==> config.mk <==
export PLATFORM = sky130hd
export DESIGN_NAME = fetch_control_unit
export DESIGN_NICKNAME = d
export VERILOG_FILES = /design/src/rtl/slc3_ctrl_pkg.sv /design/src/rtl/ctrl_decode.sv /design/src/rtl/fetch_control_unit.sv
export SDC_FILE = /design/constraint.sdc
export NUM_CORES = 1
export LEC_CHECK = 0
export CAP_MARGIN = 40
export CORE_AREA = 2 2 61 57
export DETAILED_ROUTE_END_ITERATION = 10
export DIE_AREA = 0 0 63 59
export HOLD_SLACK_MARGIN = 0.05
export PLACE_DENSITY = 0.76
export SLEW_MARGIN = 40
export SYNTH_ARGS = -nofsm -noshare
export SYNTH_HDL_FRONTEND = slang
export SYNTH_SLANG_ARGS = --single-unit
==> constraint.sdc <==
create_clock -name Clk -period 1.65 [get_ports Clk]
set_clock_uncertainty 0.05 [all_clocks]
set_input_delay 0.495 -clock Clk [delete_from_list [all_inputs] [get_ports Clk]]
set_output_delay 0.495 -clock Clk [all_outputs]
set_load 0.01 [all_outputs]
==> src/rtl/slc3_ctrl_pkg.sv <==
// Shared types for the SLC-3 fetch controller: state encoding, PC mux selects
// and the bundle of datapath control lines.
package slc3_ctrl_pkg;

  typedef enum logic [3:0] {
    HALTED    = 4'd0,
    S_18      = 4'd1,
    S_33_WAIT = 4'd2,
    S_33_LAST = 4'd3,
    S_35      = 4'd4,
    PAUSE_IR1 = 4'd5,
    PAUSE_IR2 = 4'd6
  } state_t;

  localparam logic [1:0] PCMUX_INC  = 2'b00;
  localparam logic [1:0] PCMUX_BUS  = 2'b01;
  localparam logic [1:0] PCMUX_ADDR = 2'b10;

  typedef struct packed {
    logic       ld_mar;
    logic       ld_mdr;
    logic       ld_ir;
    logic       ld_pc;
    logic       gate_pc;
    logic       gate_mdr;
    logic       gate_alu;
    logic       gate_marmux;
    logic [1:0] pcmux;
    logic       mio_en;
    logic       mem_oe_n;
    logic       mem_we_n;
  } ctrl_t;

  // Everything inactive; memory strobes are active-low so they idle high.
  localparam ctrl_t CTRL_IDLE = '{
    ld_mar: 1'b0, ld_mdr: 1'b0, ld_ir: 1'b0, ld_pc: 1'b0,
    gate_pc: 1'b0, gate_mdr: 1'b0, gate_alu: 1'b0, gate_marmux: 1'b0,
    pcmux: PCMUX_INC, mio_en: 1'b0, mem_oe_n: 1'b1, mem_we_n: 1'b1
  };

endpackage

==> src/rtl/ctrl_decode.sv <==
// Combinational state -> control-line lookup for the fetch controller.
module ctrl_decode
  import slc3_ctrl_pkg::*;
(
  input  state_t i_state,
  output ctrl_t  o_ctrl
);

  always_comb begin
    o_ctrl = CTRL_IDLE;
    case (i_state)
      S_18: begin
        o_ctrl.gate_pc = 1'b1;
        o_ctrl.ld_mar  = 1'b1;
        o_ctrl.ld_pc   = 1'b1;
        o_ctrl.pcmux   = PCMUX_INC;
      end
      S_33_WAIT: begin
        o_ctrl.mio_en   = 1'b1;
        o_ctrl.mem_oe_n = 1'b0;
      end
      // MDR captures only on the final cycle of the read window.
      S_33_LAST: begin
        o_ctrl.mio_en   = 1'b1;
        o_ctrl.mem_oe_n = 1'b0;
        o_ctrl.ld_mdr   = 1'b1;
      end
      S_35: begin
        o_ctrl.gate_mdr = 1'b1;
        o_ctrl.ld_ir    = 1'b1;
      end
      default: o_ctrl = CTRL_IDLE;
    endcase
  end

endmodule

==> src/rtl/fetch_control_unit.sv <==
// SLC-3 fetch sequencer: state register, memory wait counter and retired-fetch
// counter; control lines are decoded from the registered state only.
module fetch_control_unit
  import slc3_ctrl_pkg::*;
#(
  parameter int MEM_WAIT_CYCLES = 2,
  parameter int COUNT_W         = 16
) (
  input  logic               Clk,
  input  logic               Reset,
  input  logic               Run,
  input  logic               Continue,
  output logic               LD_MAR,
  output logic               LD_MDR,
  output logic               LD_IR,
  output logic               LD_PC,
  output logic               GatePC,
  output logic               GateMDR,
  output logic               GateALU,
  output logic               GateMARMUX,
  output logic [1:0]         PCMUX,
  output logic               MIO_EN,
  output logic               Mem_OE,
  output logic               Mem_WE,
  output logic [3:0]         state_dbg,
  output logic [COUNT_W-1:0] instr_count
);

  // S_18 preloads the counter so WAIT plus LAST span exactly MEM_WAIT_CYCLES.
  localparam logic [3:0] WAIT_INIT =
    (MEM_WAIT_CYCLES > 1) ? 4'(MEM_WAIT_CYCLES - 2) : 4'd0;

  state_t             r_state;
  logic [3:0]         r_wait_cnt;
  logic [COUNT_W-1:0] r_instr_count;
  ctrl_t              w_ctrl;

  always_ff @(posedge Clk) begin
    if (Reset) begin
      r_state       <= HALTED;
      r_wait_cnt    <= 4'd0;
      r_instr_count <= '0;
    end else begin
      case (r_state)
        HALTED:    if (Run) r_state <= S_18;
        S_18: begin
          if (MEM_WAIT_CYCLES == 1) begin
            r_state <= S_33_LAST;
          end else begin
            r_state    <= S_33_WAIT;
            r_wait_cnt <= WAIT_INIT;
          end
        end
        S_33_WAIT: begin
          if (r_wait_cnt == 4'd0) r_state <= S_33_LAST;
          else                    r_wait_cnt <= r_wait_cnt - 4'd1;
        end
        S_33_LAST: r_state <= S_35;
        S_35: begin
          r_state       <= PAUSE_IR1;
          r_instr_count <= r_instr_count + COUNT_W'(1);
        end
        // Press then release of Continue yields exactly one new fetch.
        PAUSE_IR1: if (Continue)  r_state <= PAUSE_IR2;
        PAUSE_IR2: if (!Continue) r_state <= S_18;
        default:   r_state <= HALTED;
      endcase
    end
  end

  ctrl_decode u_decode (
    .i_state (r_state),
    .o_ctrl  (w_ctrl)
  );

  assign LD_MAR      = w_ctrl.ld_mar;
  assign LD_MDR      = w_ctrl.ld_mdr;
  assign LD_IR       = w_ctrl.ld_ir;
  assign LD_PC       = w_ctrl.ld_pc;
  assign GatePC      = w_ctrl.gate_pc;
  assign GateMDR     = w_ctrl.gate_mdr;
  assign GateALU     = w_ctrl.gate_alu;
  assign GateMARMUX  = w_ctrl.gate_marmux;
  assign PCMUX       = w_ctrl.pcmux;
  assign MIO_EN      = w_ctrl.mio_en;
  assign Mem_OE      = w_ctrl.mem_oe_n;
  assign Mem_WE      = w_ctrl.mem_we_n;
  assign state_dbg   = r_state;
  assign instr_count = r_instr_count;

endmodule

==> impl_summary.log <==
INFO  metric outcome = complete, but fails checks
INFO  metric violations_in_the_final_reports = setup timing
INFO  metric leakagePower = between 0.7 and 0.8 nW
INFO  metric grt_start_max_net_pins = 13
INFO  metric arrival = 1.18 ns
INFO  metric drt_iter0_markers = 27
INFO  metric cts.htree.levels = 1
INFO  metric critPathCaptureType = output pin
INFO  metric via_count_of_the_routed_design = approximately 1200
INFO  metric synth_seq_cells = 23
INFO  metric numPortBuffers = 30
INFO  metric fp.coreArea = 3020 um2
INFO  metric timing.final.crit_share = 105%
INFO  metric avgSynthCellArea = 8.44 um2
INFO  metric crit_chain = buf_6 > nor3b_4 > buf_2
INFO  metric critical_path.max_stage_delay = about 0.37 ns
INFO  metric worstHoldPathType = register to register
INFO  metric cts_buffer_depth = 2
INFO  metric die_footprint = 3720 um2
INFO  metric clk_latency = ~0.30 ns
INFO  metric first_pass_iters = 4
INFO  metric gr-usage-all-layers = 16.0%
INFO  metric first_global_vias = between 1000 and 1500
INFO  metric detail-route-antenna-nets = 0
INFO  metric report.final.hold_viol_count = 0
INFO  metric final.min_clock_period = 1.73 ns
INFO  metric routed_wire_length_per_instance = 11.9 um
INFO  metric holdBufCountCts = 0
INFO  metric die_height = 59 um
INFO  metric placed_cells_incl_taps = 230
INFO  metric synth.largest_area_cell = sky130_fd_sc_hd__dfxtp_1
INFO  metric final_net_count = 207
INFO  metric synth_cell_types = 38
INFO  metric post-dp-hpwl = 2160 um
INFO  metric grt_overflow_total = 0
INFO  metric drv_slew = 0
INFO  metric tritoncts_clock_tree = built
INFO  metric floorplan.io_pins = 37
INFO  metric post_synth_inst_count = about 150
INFO  metric globalplace.congestion = between 0.7 and 0.8
INFO  metric crit_path_max_fanout = 4
INFO  metric post_drt_via_cell_ratio = a little under 5
INFO  metric yosys_warnings = 0
INFO  metric cts.root.buffer_cell = sky130_fd_sc_hd__clkbuf_4
INFO  metric synth.yosys.seq_area_share = 37.1%
INFO  metric num-fill-cells = 286
INFO  metric worstPathRequired = ~1.1 ns
INFO  metric max_freq = ~580 MHz
INFO  metric source_of_the_worst_hold_timing_path = instr_count[13]$_SDFFE_PP0P_
INFO  metric area_overhead_of_the_layout_relative_to_synthesis = 44.3%
INFO  metric vdd.ir_drop.worst = 0.482 mV
INFO  metric max_cap_viol_count = 0
INFO  metric fp-row-count = 19
INFO  metric fp.dieW = 63 um
INFO  metric post_route_cells_drive_above_1_share = between 30% and 40%
INFO  metric powerDensity = roughly 890 nW/um2
INFO  metric pre_cts_ws = -0.134 ns
INFO  metric crit_path_start_kind = register
INFO  metric cts_buffers = 3
INFO  metric yosys.area.top_type_share = 37.1%
INFO  metric rsz_0062_raised_after_global_routing = true
INFO  metric cts_num_sinks = 23
INFO  metric critical_path_class = register to output pin
INFO  metric layout.cells.non_filler = 241
INFO  metric cell_types_with_the_largest_area_share_after_synthesis = sky130_fd_sc_hd__dfxtp_1 37%, sky130_fd_sc_hd__buf_4 6.0%, sky130_fd_sc_hd__a21oi_1 4.4%, sky130_fd_sc_hd__nor2_1 4.2%, sky130_fd_sc_hd__xnor2_1 4.2%
INFO  metric setup_ws = -0.0790 ns
INFO  metric cpMaxStageDelayCell = sky130_fd_sc_hd__dfxtp_4
INFO  metric setup_viol = 6
INFO  metric antenna_violations_before_repair = 0
INFO  metric startpoint = state_dbg[1]$_SDFFE_PP0P_
INFO  metric worstReg2RegStart = state_dbg[0]$_SDFFE_PP0P_
INFO  metric wl = 2880 um
INFO  metric clock_pin_slew_reported_for_the_worst_setup_and_hold_paths_after_clock_tree_synthesis = approximately 0.12 ns
INFO  metric drcViolationCount = 0
INFO  metric antenna-diode-count = 0
INFO  metric netlist_area = 1240 um2
INFO  metric grt_pass1_wl = 4750 um
INFO  metric initial_cell_density_of_the_core = roughly two fifths
[through the flow]
stage	util [%]	total power [mW]	hold WS, ns	setup TNS [ns]	instance area, um2
2_1_floorplan	-	1.01	0.402	-0.00180	1270
3_3_place_gp	55.8	1.22	0.410	-0.797	1690
3_5_place_dp	55.8	1.23	0.429	-0.995	1690
4_1_cts	57.9	1.55	0.444	-0.667	1750
5_1_grt	59.3	1.70	0.477	-1.02	1790
6_report	59.3	1.59	0.448	-0.404	1790
[per-layer routing]
metal,global-route usage [%],vias to the layer above,share of wire [%]
met1,17.8,540,43
met2,31.5,28,52
met5,0,-,0
met3,2.47,2,3.8
li1,-,595,-
met4,4.76,0,0.42
[cells in the mapped netlist]
cell type and instances:
sky130_fd_sc_hd__or3_1 8, sky130_fd_sc_hd__nand4_1 4, sky130_fd_sc_hd__mux2i_1 1, sky130_fd_sc_hd__nand3_1 4
sky130_fd_sc_hd__o31ai_1 1, sky130_fd_sc_hd__xor2_1 5, sky130_fd_sc_hd__nand2_2 1, sky130_fd_sc_hd__and3_1 2
sky130_fd_sc_hd__and2_1 2, sky130_fd_sc_hd__dfxtp_1 23, sky130_fd_sc_hd__nor4_1 1, sky130_fd_sc_hd__nand2_1 6
sky130_fd_sc_hd__nor3_1 4, sky130_fd_sc_hd__o22ai_1 1, sky130_fd_sc_hd__xnor2_1 6, sky130_fd_sc_hd__and4_1 2
sky130_fd_sc_hd__or4_1 1, sky130_fd_sc_hd__or2_1 1, sky130_fd_sc_hd__a22o_1 1, sky130_fd_sc_hd__a31oi_2 1
sky130_fd_sc_hd__nor3b_4 1, sky130_fd_sc_hd__nand2b_1 1, sky130_fd_sc_hd__inv_1 7, sky130_fd_sc_hd__a21boi_0 1
sky130_fd_sc_hd__a21oi_1 11, sky130_fd_sc_hd__a211oi_1 1, sky130_fd_sc_hd__o21ai_0 10, sky130_fd_sc_hd__buf_4 10
sky130_fd_sc_hd__buf_2 3, sky130_fd_sc_hd__nor3b_2 1, sky130_fd_sc_hd__nand4bb_4 1, sky130_fd_sc_hd__clkbuf_1 3
sky130_fd_sc_hd__nor2b_1 1, sky130_fd_sc_hd__conb_1 2, sky130_fd_sc_hd__nor2_1 14, sky130_fd_sc_hd__a21boi_1 1
sky130_fd_sc_hd__ha_1 3, sky130_fd_sc_hd__or3b_2 1
[cells by family after synthesis]
kind of cell,count (synthesis),synth area share (%)
buffers and inverters,23,10.3
XOR/XNOR,11,7.76
AO/OA/AOI/OAI,28,13.1
other,2,0.605
flip-flops,23,37.1
adder cells (fa/ha/maj),3,3.02
multiplexers,1,0.806
AND/OR/NAND/NOR,56,27.3
[what timing repair did]
action / 4_1_cts / 5_1_grt
setup endpoints to repair: 31 / 18
endpoints found under the hold margin: 0 / 0
gates resized for setup: 79 / 14
buffers inserted: 3 / 4
pin swaps: 2 / 6
[placed cells by master, fill, tap and decap left out, types with 2 or more instances in the layout]
cell type / count
sky130_fd_sc_hd__dlygate4sd2_1: 16
sky130_fd_sc_hd__dfxtp_2: 12
sky130_fd_sc_hd__nor2_1: 13
sky130_fd_sc_hd__nor3_1: 4
sky130_fd_sc_hd__or3_1: 8
sky130_fd_sc_hd__o21ai_0: 10
sky130_fd_sc_hd__buf_4: 26
sky130_fd_sc_hd__ha_1: 3
sky130_fd_sc_hd__dfxtp_1: 8
sky130_fd_sc_hd__clkdlybuf4s50_1: 3
sky130_fd_sc_hd__conb_1: 6
sky130_fd_sc_hd__a21oi_2: 2
sky130_fd_sc_hd__nand4_1: 4
sky130_fd_sc_hd__xor2_1: 5
sky130_fd_sc_hd__xnor2_1: 6
sky130_fd_sc_hd__inv_1: 6
sky130_fd_sc_hd__and4_1: 2
sky130_fd_sc_hd__clkbuf_4: 3
sky130_fd_sc_hd__a21oi_1: 9
sky130_fd_sc_hd__nand2_1: 6
sky130_fd_sc_hd__nand3_1: 4
sky130_fd_sc_hd__dfxtp_4: 3
sky130_fd_sc_hd__buf_6: 6
sky130_fd_sc_hd__nor3b_4: 2
sky130_fd_sc_hd__buf_2: 7
sky130_fd_sc_hd__and3_1: 2
sky130_fd_sc_hd__a21boi_1: 2
[state kept, by name, summed over array words and instances (netlist names)]
name	count
state_dbg	3
r_wait_cnt	4
instr_count	16
[critical path: cells and delay by family, from the launching register on]
family	cells	cell delay, ns
flops	1	0.37
simple gates	1	0.22
buf+inv	2	0.29
[power breakdown]
group	switching [mW]	total, mW	internal [mW]
sequential	0.0363	0.639	0.603
clock	0.165	0.260	0.0941
combinational	0.308	0.696	0.388
total	0.510	1.59	1.09
[area by class of cell]
class / instances / area (um2) / share of cell area [%]
clock buffer: 4 / 26.3 / 1.47
inverter: 7 / 28.8 / 1.61
multi-input combinational: 105 / 712 / 39.8
sequential: 23 / 487 / 27.2
tap: 42 / 52.6 / 2.94
timing repair buffer: 60 / 484 / 27.0
[path summary, 6_finish.rpt]
kind	end	cells after the start	slack (ns)
max	LD_PC	3	-0.08
min	instr_count[13]$_SDFFE_PP0P_	2	0.45
max reg2reg	instr_count[15]$_SDFFE_PP0P_	5	-0.04
min reg2reg	instr_count[13]$_SDFFE_PP0P_	2	0.45
Power figures use the tool's default switching activity.
